`src/rtl/pc_sequencer.sv`:
```
// pc_sequencer: program-counter stage downstream of branchlogic.
// Selects the next fetch address from halt/ret/call/jump/branch strobes in
// fixed priority, supplies the call return address, and handles HALTED.
// Optional macro BRANCH_STATS_EN adds saturating taken/not-taken counters.
module pc_sequencer #(
    parameter int unsigned           PC_WIDTH = 32,
    parameter logic [PC_WIDTH-1:0]   RESET_PC = '0,
    parameter int unsigned           PC_STEP  = 1
) (
    input  logic                clk,
    input  logic                rst,
    input  logic                stall,
    input  logic                br_valid,
    input  logic                branch,
    input  logic                jump,
    input  logic                call,
    input  logic                ret,
    input  logic                halt_req,
    input  logic                resume,
    input  logic [PC_WIDTH-1:0] target,
    input  logic [PC_WIDTH-1:0] reg_target,
    output logic [PC_WIDTH-1:0] pc,
    output logic                link_we,
    output logic [PC_WIDTH-1:0] link_data,
    output logic                redirect,
`ifdef BRANCH_STATS_EN
    output logic [15:0]         br_taken_cnt,
    output logic [15:0]         br_nt_cnt,
`endif
    output logic                halted
);

    typedef enum logic {
        RUN    = 1'b0,
        HALTED = 1'b1
    } state_t;

    state_t              state;
    logic [PC_WIDTH-1:0] pc_inc;
    logic                run_go;
    logic                direct_tgt;

    assign pc_inc     = pc + PC_WIDTH'(PC_STEP);
    assign direct_tgt = call | jump | (br_valid & branch);

    // Decode of the current instruction into side-effect strobes
    always_comb begin
        run_go    = (state == RUN) && !stall && !rst;
        redirect  = 1'b0;
        link_we   = 1'b0;
        link_data = pc_inc;
        if (run_go && !halt_req) begin
            redirect = ret | direct_tgt;
            link_we  = !ret && call;
        end
    end

    // PC register and RUN/HALTED state machine
    always_ff @(posedge clk or posedge rst) begin
        if (rst) begin
            pc     <= RESET_PC;
            state  <= RUN;
            halted <= 1'b0;
        end else begin
            case (state)
                RUN: begin
                    if (!stall) begin
                        if (halt_req) begin
                            state  <= HALTED;
                            halted <= 1'b1;
                        end else if (ret) begin
                            pc <= reg_target;
                        end else if (direct_tgt) begin
                            pc <= target;
                        end else begin
                            pc <= pc_inc;
                        end
                    end
                end
                HALTED: begin
                    if (resume) begin
                        pc     <= pc_inc;
                        state  <= RUN;
                        halted <= 1'b0;
                    end
                end
                default: begin
                    state  <= RUN;
                    halted <= 1'b0;
                end
            endcase
        end
    end

`ifdef BRANCH_STATS_EN
    logic count_taken;
    logic count_nt;

    assign count_taken = (state == RUN) && !stall && br_valid && branch &&
                         !halt_req && !ret && !call && !jump;
    assign count_nt    = (state == RUN) && !stall && br_valid && !branch;

    // Saturating branch outcome counters
    always_ff @(posedge clk or posedge rst) begin
        if (rst) begin
            br_taken_cnt <= 16'h0000;
            br_nt_cnt    <= 16'h0000;
        end else begin
            if (count_taken && (br_taken_cnt != 16'hFFFF))
                br_taken_cnt <= br_taken_cnt + 16'd1;
            if (count_nt && (br_nt_cnt != 16'hFFFF))
                br_nt_cnt <= br_nt_cnt + 16'd1;
        end
    end
`endif

endmodule

```
`config.mk`:
```
export PLATFORM = sky130hd
export DESIGN_NAME = pc_sequencer
export DESIGN_NICKNAME = d
export VERILOG_FILES = /design/src/rtl/pc_sequencer.sv
export SDC_FILE = /design/constraint.sdc
export NUM_CORES = 1
export LEC_CHECK = 0
export CORE_ASPECT_RATIO = 2
export CORE_MARGIN = 5
export CORE_UTILIZATION = 35
export DETAILED_ROUTE_END_ITERATION = 10
export PLACE_DENSITY = 0.71
export SLEW_MARGIN = 20
export SYNTH_ARGS = -nofsm -noshare
export SYNTH_HDL_FRONTEND = slang
export SYNTH_SLANG_ARGS = --single-unit
export TNS_END_PERCENT = 10
```
`constraint.sdc`:
```
create_clock -name clk -period 3.4 [get_ports clk]
set_input_delay 0.68 -clock clk [delete_from_list [all_inputs] [get_ports clk]]
set_output_delay 0.68 -clock clk [all_outputs]
set_load 0.01 [all_outputs]
```
======== Word level (Yosys, flattened, before mapping) ========
Index checks and enable logic that the tools add are counted.
Widths: inputs -> output; s select.
storage, ports and cells
  input bits .............................. 74
  bits in registers ....................... 34
  output and inout port bits .............. 67
  logic and storage cells ................. 39
operators by class
  reduce and logical (&&, ||, !) cells .... 10
  eq/ne operators ......................... 4
  bitwise operators ....................... 5
  multiplexer cells ....................... 16
  add/sub/neg operators ................... 1
operators with widths
  cell                   number
  $mux 32                5
  $pmux 32 s2            1
  $add 32x1->32 const B  1
  $mux 1                 8
  $ne 2x2->1 const B     4
  $reduce_and 3->1       2
  $logic_and 1x1->1      4
  $logic_not 1->1        4
  $pmux 1 s2             2
  $or 1x1->1             3
  $and 1x1->1            1
  $not 1->1              1

======== Depth between registers and ports, before layout ========
Gate-level depths: netlist of the first run.
  word-level depth ........................ 7
  depth in mapped cells ................... 8
  depth with buffers taken out ............ 6

======== Worst setup path after synthesis of the first run ========
Ideal clock, no wire load.
  path type ............................... reg-to-output
  start point ............................. reg pc[1]
  end point ............................... out link_data[16]
  arrival time ............................ 1,852 ps
  cell stages (with the launch flop) ...... 7
  required time ........................... 2,720 ps
  path slack .............................. 868 ps
  path through ............................ dfrtp_1 > ha_1 > nand2_1 > or4_1 > buf_2 > nor2_4 > xor2_1
between the ends
  cells in the longest elaborated chain, start to end .. 1
ends and longest elaborated chain
  what                    line  source
  from (decl)             22    output logic [PC_WIDTH-1:0] pc,
  from (signal assigned)  72    pc <= reg_target;
  from (signal assigned)  74    pc <= target;
  from (signal assigned)  76    pc <= pc_inc;
  $add 32x1->32           43    assign pc_inc = pc + PC_WIDTH'(PC_STEP);
  to (decl)               24    output logic [PC_WIDTH-1:0] link_data,
No other way between the ends.

======== Final worst setup path of the first run ========
  start point ............................. reg pc[5]
  end point ............................... out link_data[29]
Same word-level chain as after synthesis.

==> summary.md, run 1 <==
| Metric | Value |
|---|---|
| Placer Congestion | ~0.86 |
| ANT nets after route | 0 |
| MaxCap Viol Count | 0 |
| Post-DP HPWL | ~8900 um |
| DIE HEIGHT | 139 um |
| PortBufs | 140 |
| Synth Flop Type | dfrtp_1 |
| Syn_area_per_cell | 7.85 um2 |
| Hold endpoint | halted$_DFFE_PP0P_ |
| Synth unique cells | 57 |
| CTS tree | done |
| Min cycle time layout | 3.29 ns |
| Fin. Hold Viols | 0 |
| PD cells | 540 nW/um2 |
| Reg2Reg Setup Slack | 1.25 ns |
| Row count | 47 |
| Grt total ovfl | 0 |
| WS Path Type | reg2out |
| Wire per inst | a little under 20 um |
| CP Data Arrival Time | 2.61 ns |
| CP Max Fanout | 10 |
| Via count | 3,535 |
| H-tree levels | 2 |
| Worst Tran Pin Value | 0.882 ns |
| Clk buf depth | 2 |
| Syn Nets | 447 |
| Fraction of layout instances using a drive strength above 1 | 9.02% |
| Synth area leader | dfrtp_1 |
| First-pass GRT wire length | approximately 18,000 um |
| # DRC | 0 |
| Number of flops mapped to enable cells by yosys | 0 |
| Worst Path Required | 2.72 ns |
| Die width | 74.6 um |
| Vias per inst | approximately 5.8 |
| Area of the multi-input gates | 1930 um2 |
| Setup TNS | 0 ns |
| TritonCTS buffer count | 5 |
| Min-delay worst type | reg2reg |
| Antenna violations before repair | 0 |
| Ranking of synthesized cells by area | dfrtp_1 (29%), nand2_1 (6.7%), o21ai_0 (5.7%), xnor2_1 (5.4%), a22oi_1 (4.1%) |
| Worst r2r path cells | 7 |
| YS warnings | 0 |
| Pin count of the biggest net entering global routing | 49 |
| Hold Path Stages | 2 |
| Area of the mapped netlist | 2920 um2 |
| Clk slew on worst S/H paths | about 0.050 ns |
| Ports | roughly 140 |
| Die area | 10,400 um2 |
| Clk_skew | about 0.0042 ns |
| Initial Utilization | 35.5% |
| Worst rel slew slack | 41.0% |
| CP Launch Type | flop |
| P&R area growth vs syn | 59.1% |
| R2r startpoint | state$_DFF_PP0_ |
| Clk_lat worst skew | 0.28 ns |
| Wirelength, routed | 11,700 um |
| RSZ-0062 raised after global routing | false |
| Final Max Slew Viols | 0 |
| N_diodes | 0 |
| Max rail drop VDD | 0.000336 V |
| Nets | ~590 |
| Min-delay src | halted$_DFFE_PP0P_ |
| CTS root buffer | clkbuf_16 |
| Count of state elements after synthesis | 34 |
| Final Cycle Share | 96.7% |
| Vias in the first global route | 3,707 |
| Hold Slack | 0.489 ns |
| Lkg Pwr | 1.80 nW |
| Asr flop ratio synth | between 90% and 100% |
| Final setup viols | 0 |
| Fmax | 304 MHz |
| Outcome | completed |
| Synthesized instance count | 372 |
| FF-to-FF End | pc[25]$_DFFE_PP0P_ |
| Sequential fraction of the synthesis area | 29.1% |
| Core box area | 8230 um2 |
| Iteration-0 DRC Markers | 197 |
| Fill cell count | 794 |
| Total GRT Usage | 22.6% |
| Crit end category | output pin |
| DRT Pass-1 Iters | 4 |
| Post-synth top area share | 29.1% |
| Clock sinks | 34 |
| FF+latch area | 852 um2 |
## power by group
part           switching, mW  total, mW  internal, mW
combinational          0.548       1.28         0.733
sequential             0.252      0.779         0.526
clock                  0.167      0.450         0.283
total                  0.967       2.51          1.54
## logic make-up after synthesis
kind of cell             share of synthesized area [%]
AND/OR/NAND/NOR                                   28.3
AO/OA/AOI/OAI                                     28.5
buffers and inverters                             5.61
flip-flops                                        29.1
XOR/XNOR                                          8.09
adder cells (fa/ha/maj)                          0.428
## per-stage QoR
stage	std cells	instance area (um2)	power (mW)	worst slack (ns)	utilization (%)
6_report	608	4650	2.51	0.112	56.5
5_1_grt	608	4650	2.65	0.0218	56.5
4_1_cts	607	4630	2.52	0.00119	56.2
3_5_place_dp	601	4490	2.06	0.209	54.5
3_3_place_gp	601	4480	2.04	0.294	54.4
2_1_floorplan	372	2920	1.29	0.868	-
## repair_timing
item	4_1_cts	5_1_grt
hold buffers	0	0
resized for setup	0	5
setup endpoints to repair	0	10
buffers inserted	0	1
hold endpoints to repair	0	0
## cells in the final DEF (no fill, tap or decap), drive strengths merged, types with 6 or more instances in the layout
cell type	n
a21oi	19
a22o	10
a22oi	16
and3	7
buf	24
clkbuf	6
clkdlybuf4s50	139
dfrtp	34
inv	9
nand2	52
nand3	24
nand4	11
nor2	18
nor3	9
o21ai	36
o311ai	9
xnor2	18
xor2	9
## flip-flops by register name, indices dropped and copies added, names as in the netlist
register	cells
halted	1
pc	32
state	1
## cell type report
type,instances,share of cell area (%)
Sequential cell,34,18.3
Tap cell,98,2.64
Clock buffer,6,2.99
Inverter,9,0.727
Timing Repair Buffer,163,33.8
Multi-Input combinational cell,298,41.6
## synth_stat cells, drive strengths merged, types with 5 or more instances
library cell	number
clkbuf	19
nand3	24
a22o	10
o311ai	9
nand2	52
xor2	9
dfrtp	34
nor3	9
nor2	18
nor4	5
and3	7
xnor2	18
nand4	11
nand3b	5
a21oi	19
o21ai	36
inv	9
buf	12
a22oi	16
## worst max-delay path: stages, from the launching register on
cell,delay (ns)
dfrtp_1,0.45
nand4_4,0.22
or2_1,0.34
or4_4,0.58
xnor2_1,0.16
clkdlybuf4s50_1,0.57
## worst max path at each step
| stage | slack (ns) | from | depth (start not counted) | endpoint |
|---|---|---|---|---|
| after floorplan | 0.87 | pc[1]$_DFFE_PP0P_ | 6 | link_data[16] |
| after global placement | 0.29 | halt_req | 4 | link_we |
| after detailed placement | 0.21 | halt_req | 4 | link_we |
| after CTS | 0.001 | pc[0]$_DFFE_PP0P_ | 6 | link_data[16] |
| after global routing | 0.02 | pc[5]$_DFFE_PP0P_ | 5 | link_data[29] |
| final | 0.11 | pc[5]$_DFFE_PP0P_ | 5 | link_data[29] |
## metal layers
layer | share of wire (%) | wire length, um | track usage [%]
met1 | 34 | 4030 | 22.4
met2 | 55 | 6450 | 42.2
met3 | 6.3 | 741 | 3.34
met4 | 4.3 | 500 | 12.1
met5 | 0 | 0 | 0
Power figures use the tool's default switching activity.
==> run 2, diff against run 1 <==
--- a/config.mk
+++ b/config.mk
@@ -8,6 +8,7 @@
 export CORE_ASPECT_RATIO = 2
 export CORE_MARGIN = 5
 export CORE_UTILIZATION = 35
+export CTS_BUF_LIST = sky130_fd_sc_hd__clkbuf_8
 export DETAILED_ROUTE_END_ITERATION = 10
 export PLACE_DENSITY = 0.71
 export SLEW_MARGIN = 20
==> constraint.sdc (replaced) <==
create_clock -name clk -period 3.95 [get_ports clk]
set_input_delay 0.79 -clock clk [delete_from_list [all_inputs] [get_ports clk]]
set_output_delay 0.79 -clock clk [all_outputs]
set_load 0.01 [all_outputs]
==> run 2 against run 1 <==
Clock-buffer cell count unchanged. Setup slack improved by 0.24 ns. Clock skew grew 0.0088 ns. Wire length shrank 2.6%. Global-route usage decreased by 0.63 points. Design area shrank 3.1%. Clock power is 39% lower. Sequential power fell by 13%. Combinational power decreased by 16%. Via count fell by 2.3%. Sequential cell count unchanged. First-iteration DRC count increased by 11%. Largest cell class unchanged. Largest power group unchanged.
==> summary.md, run 2 (synthesis results as in run 1) <==
| Metric | Value |
|---|---|
| Commonest non-fill, non-tap cell in the layout | clkdlybuf4s50_1 |
| WS Path Type | reg2out |
| Iteration-0 DRC Markers | 219 |
| Wire per inst | between 15 and 20 um |
| CTS tree | done |
| DIE HEIGHT | 139 um |
| Clock sinks | 34 |
| ANT nets after route | 0 |
| Fmax | roughly 280 MHz |
| Cts hold-fix bufs | 0 |
| Max FFs per register | 32 |
| Clk slew on worst S/H paths | 0.07 ns |
| DRT Pass-1 Iters | 5 |
| Initial Utilization | 35.5% |
| CP Max Fanout | 7 |
| PD cells | 449 nW/um2 |
| Vias in the first global route | 3,450 |
| Die width | 74.6 um |
| Final core utilization | 54.7% |
| Reg2Reg Setup Slack | 1.64 ns |
| Worst r2r path cells | 6 |
| Nets | 575 |
| Final Cycle Share | around nine tenths |
| # DRC | 0 |
| Worst Path Required | between 3 and 4 ns |
| CP Data Arrival Time | 2.81 ns |
| PortBufs | 140 |
| Total GRT Usage | 22.0% |
| CTS root buffer | clkbuf_8 |
| Pin count of the biggest net entering global routing | 45 |
| Antenna violations before repair | 0 |
| N_diodes | 0 |
| Row count | 47 |
| Crit end category | output pin |
| H-tree levels | 2 |
| Clk_skew | 0.0130 ns |
| Core box area | roughly 8000 um2 |
| Final Cell Area | 4500 um2 |
| CP Launch Type | flop |
| Setup TNS | 0 ns |
| Lkg Pwr | about 1.7 nW |
| P&R area growth vs syn | 54.1% |
| Critical Path Start | pc[0]$_DFFE_PP0P_ |
| RSZ-0062 raised after global routing | false |
| Final setup viols | 0 |
| Resize count post-CTS | 0 |
| Dpl cell area | 4400 um2 |
| Worst Tran Pin Value | 0.845 ns |
| Min-delay worst type | reg2reg |
| Setup Buffers After CTS | 0 |
| Worst setup margin | 0.348 ns |
| First-pass GRT wire length | ~18,000 um |
| Hold Slack | ~0.51 ns |
| Worst rel slew slack | 43.5% |
| Placer Congestion | 0.863 |
| Biggest regs | pc: 32 flops, halted: 1 flops, state: 1 flops |
| Fraction of layout instances using a drive strength above 1 | 6.19% |
| Clk_lat worst skew | 0.30 ns |
| Wirelength, routed | 11,400 um |
| Most frequent cells in the layout | clkdlybuf4s50_1 (139), nand2_1 (52), dfrtp_1 (34) |
| Min cycle time layout | 3.60 ns |
| Grt total ovfl | 0 |
| R2r startpoint | pc[0]$_DFFE_PP0P_ |
| Via count | 3,455 |
| TritonCTS buffer count | 5 |
| Die area | 10,400 um2 |
| Hold endpoint | halted$_DFFE_PP0P_ |
| Hold Path Stages | 2 |
| Max rail drop VDD | roughly 0.00035 V |
| Min-delay src | halted$_DFFE_PP0P_ |
| MaxCap Viol Count | 0 |
| Clk buf depth | 2 |
| Setup slack after placement | 0.552 ns |
| Most flops, register | pc |
| Ports | 141 |
| Vias per inst | 5.77 |
| Final Max Slew Viols | 0 |
| Post-DP HPWL | 8660 um |
| FF-to-FF End | pc[16]$_DFFE_PP0P_ |
| Outcome | completed |
| Fin. Hold Viols | 0 |
## run 2: where the power goes
| group | switching, mW | total (mW) | internal, mW |
|---|---|---|---|
| combinational | 0.456 | 1.07 | 0.612 |
| sequential | 0.225 | 0.677 | 0.451 |
| clock | 0.137 | 0.275 | 0.138 |
| total | 0.819 | 2.02 | 1.20 |
## run 2: worst max path at each step
stage	cells past startpoint	endpoint	slack, ns
after floorplan	6	link_data[16]	1.31
after global placement	4	link_we	0.62
after detailed placement	4	link_we	0.55
after CTS	6	link_data[16]	0.35
after global routing	6	link_data[16]	0.20
final	6	link_data[16]	0.35
## run 2: metrics by stage
stage / std cells / total power [mW]
floorplan: 372 / 1.11
global placement: 591 / 1.74
detailed placement: 591 / 1.75
CTS: 599 / 2.04
global route: 599 / 2.14
finish: 599 / 2.02
## run 2: critical path, cell delays in order, from the launching register on
cell	delay (ns)
dfrtp_1	0.43
ha_1	0.31
nand2_1	0.21
or4_1	0.70
nor2_4	0.17
xor2_1	0.14
clkdlybuf4s50_1	0.55
## run 2: area by class of cell
cell class	instances	area [um2]
Tap cell	98	123
Clock buffer	6	82.6
Timing Repair Buffer	152	1490
Sequential cell	34	851
Fill cell	816	3730
Clock inverter	2	8.76
Multi-Input combinational cell	298	1920
Inverter	9	33.8
## run 2: metal layers
layer,up-vias,global-route usage (%),part of all wire (%)
met3,17,3.70,6.3
met5,-,0,0
met1,1641,22.6,34
met4,0,7.69,2.4
met2,149,42.0,57
li1,1648,-,-
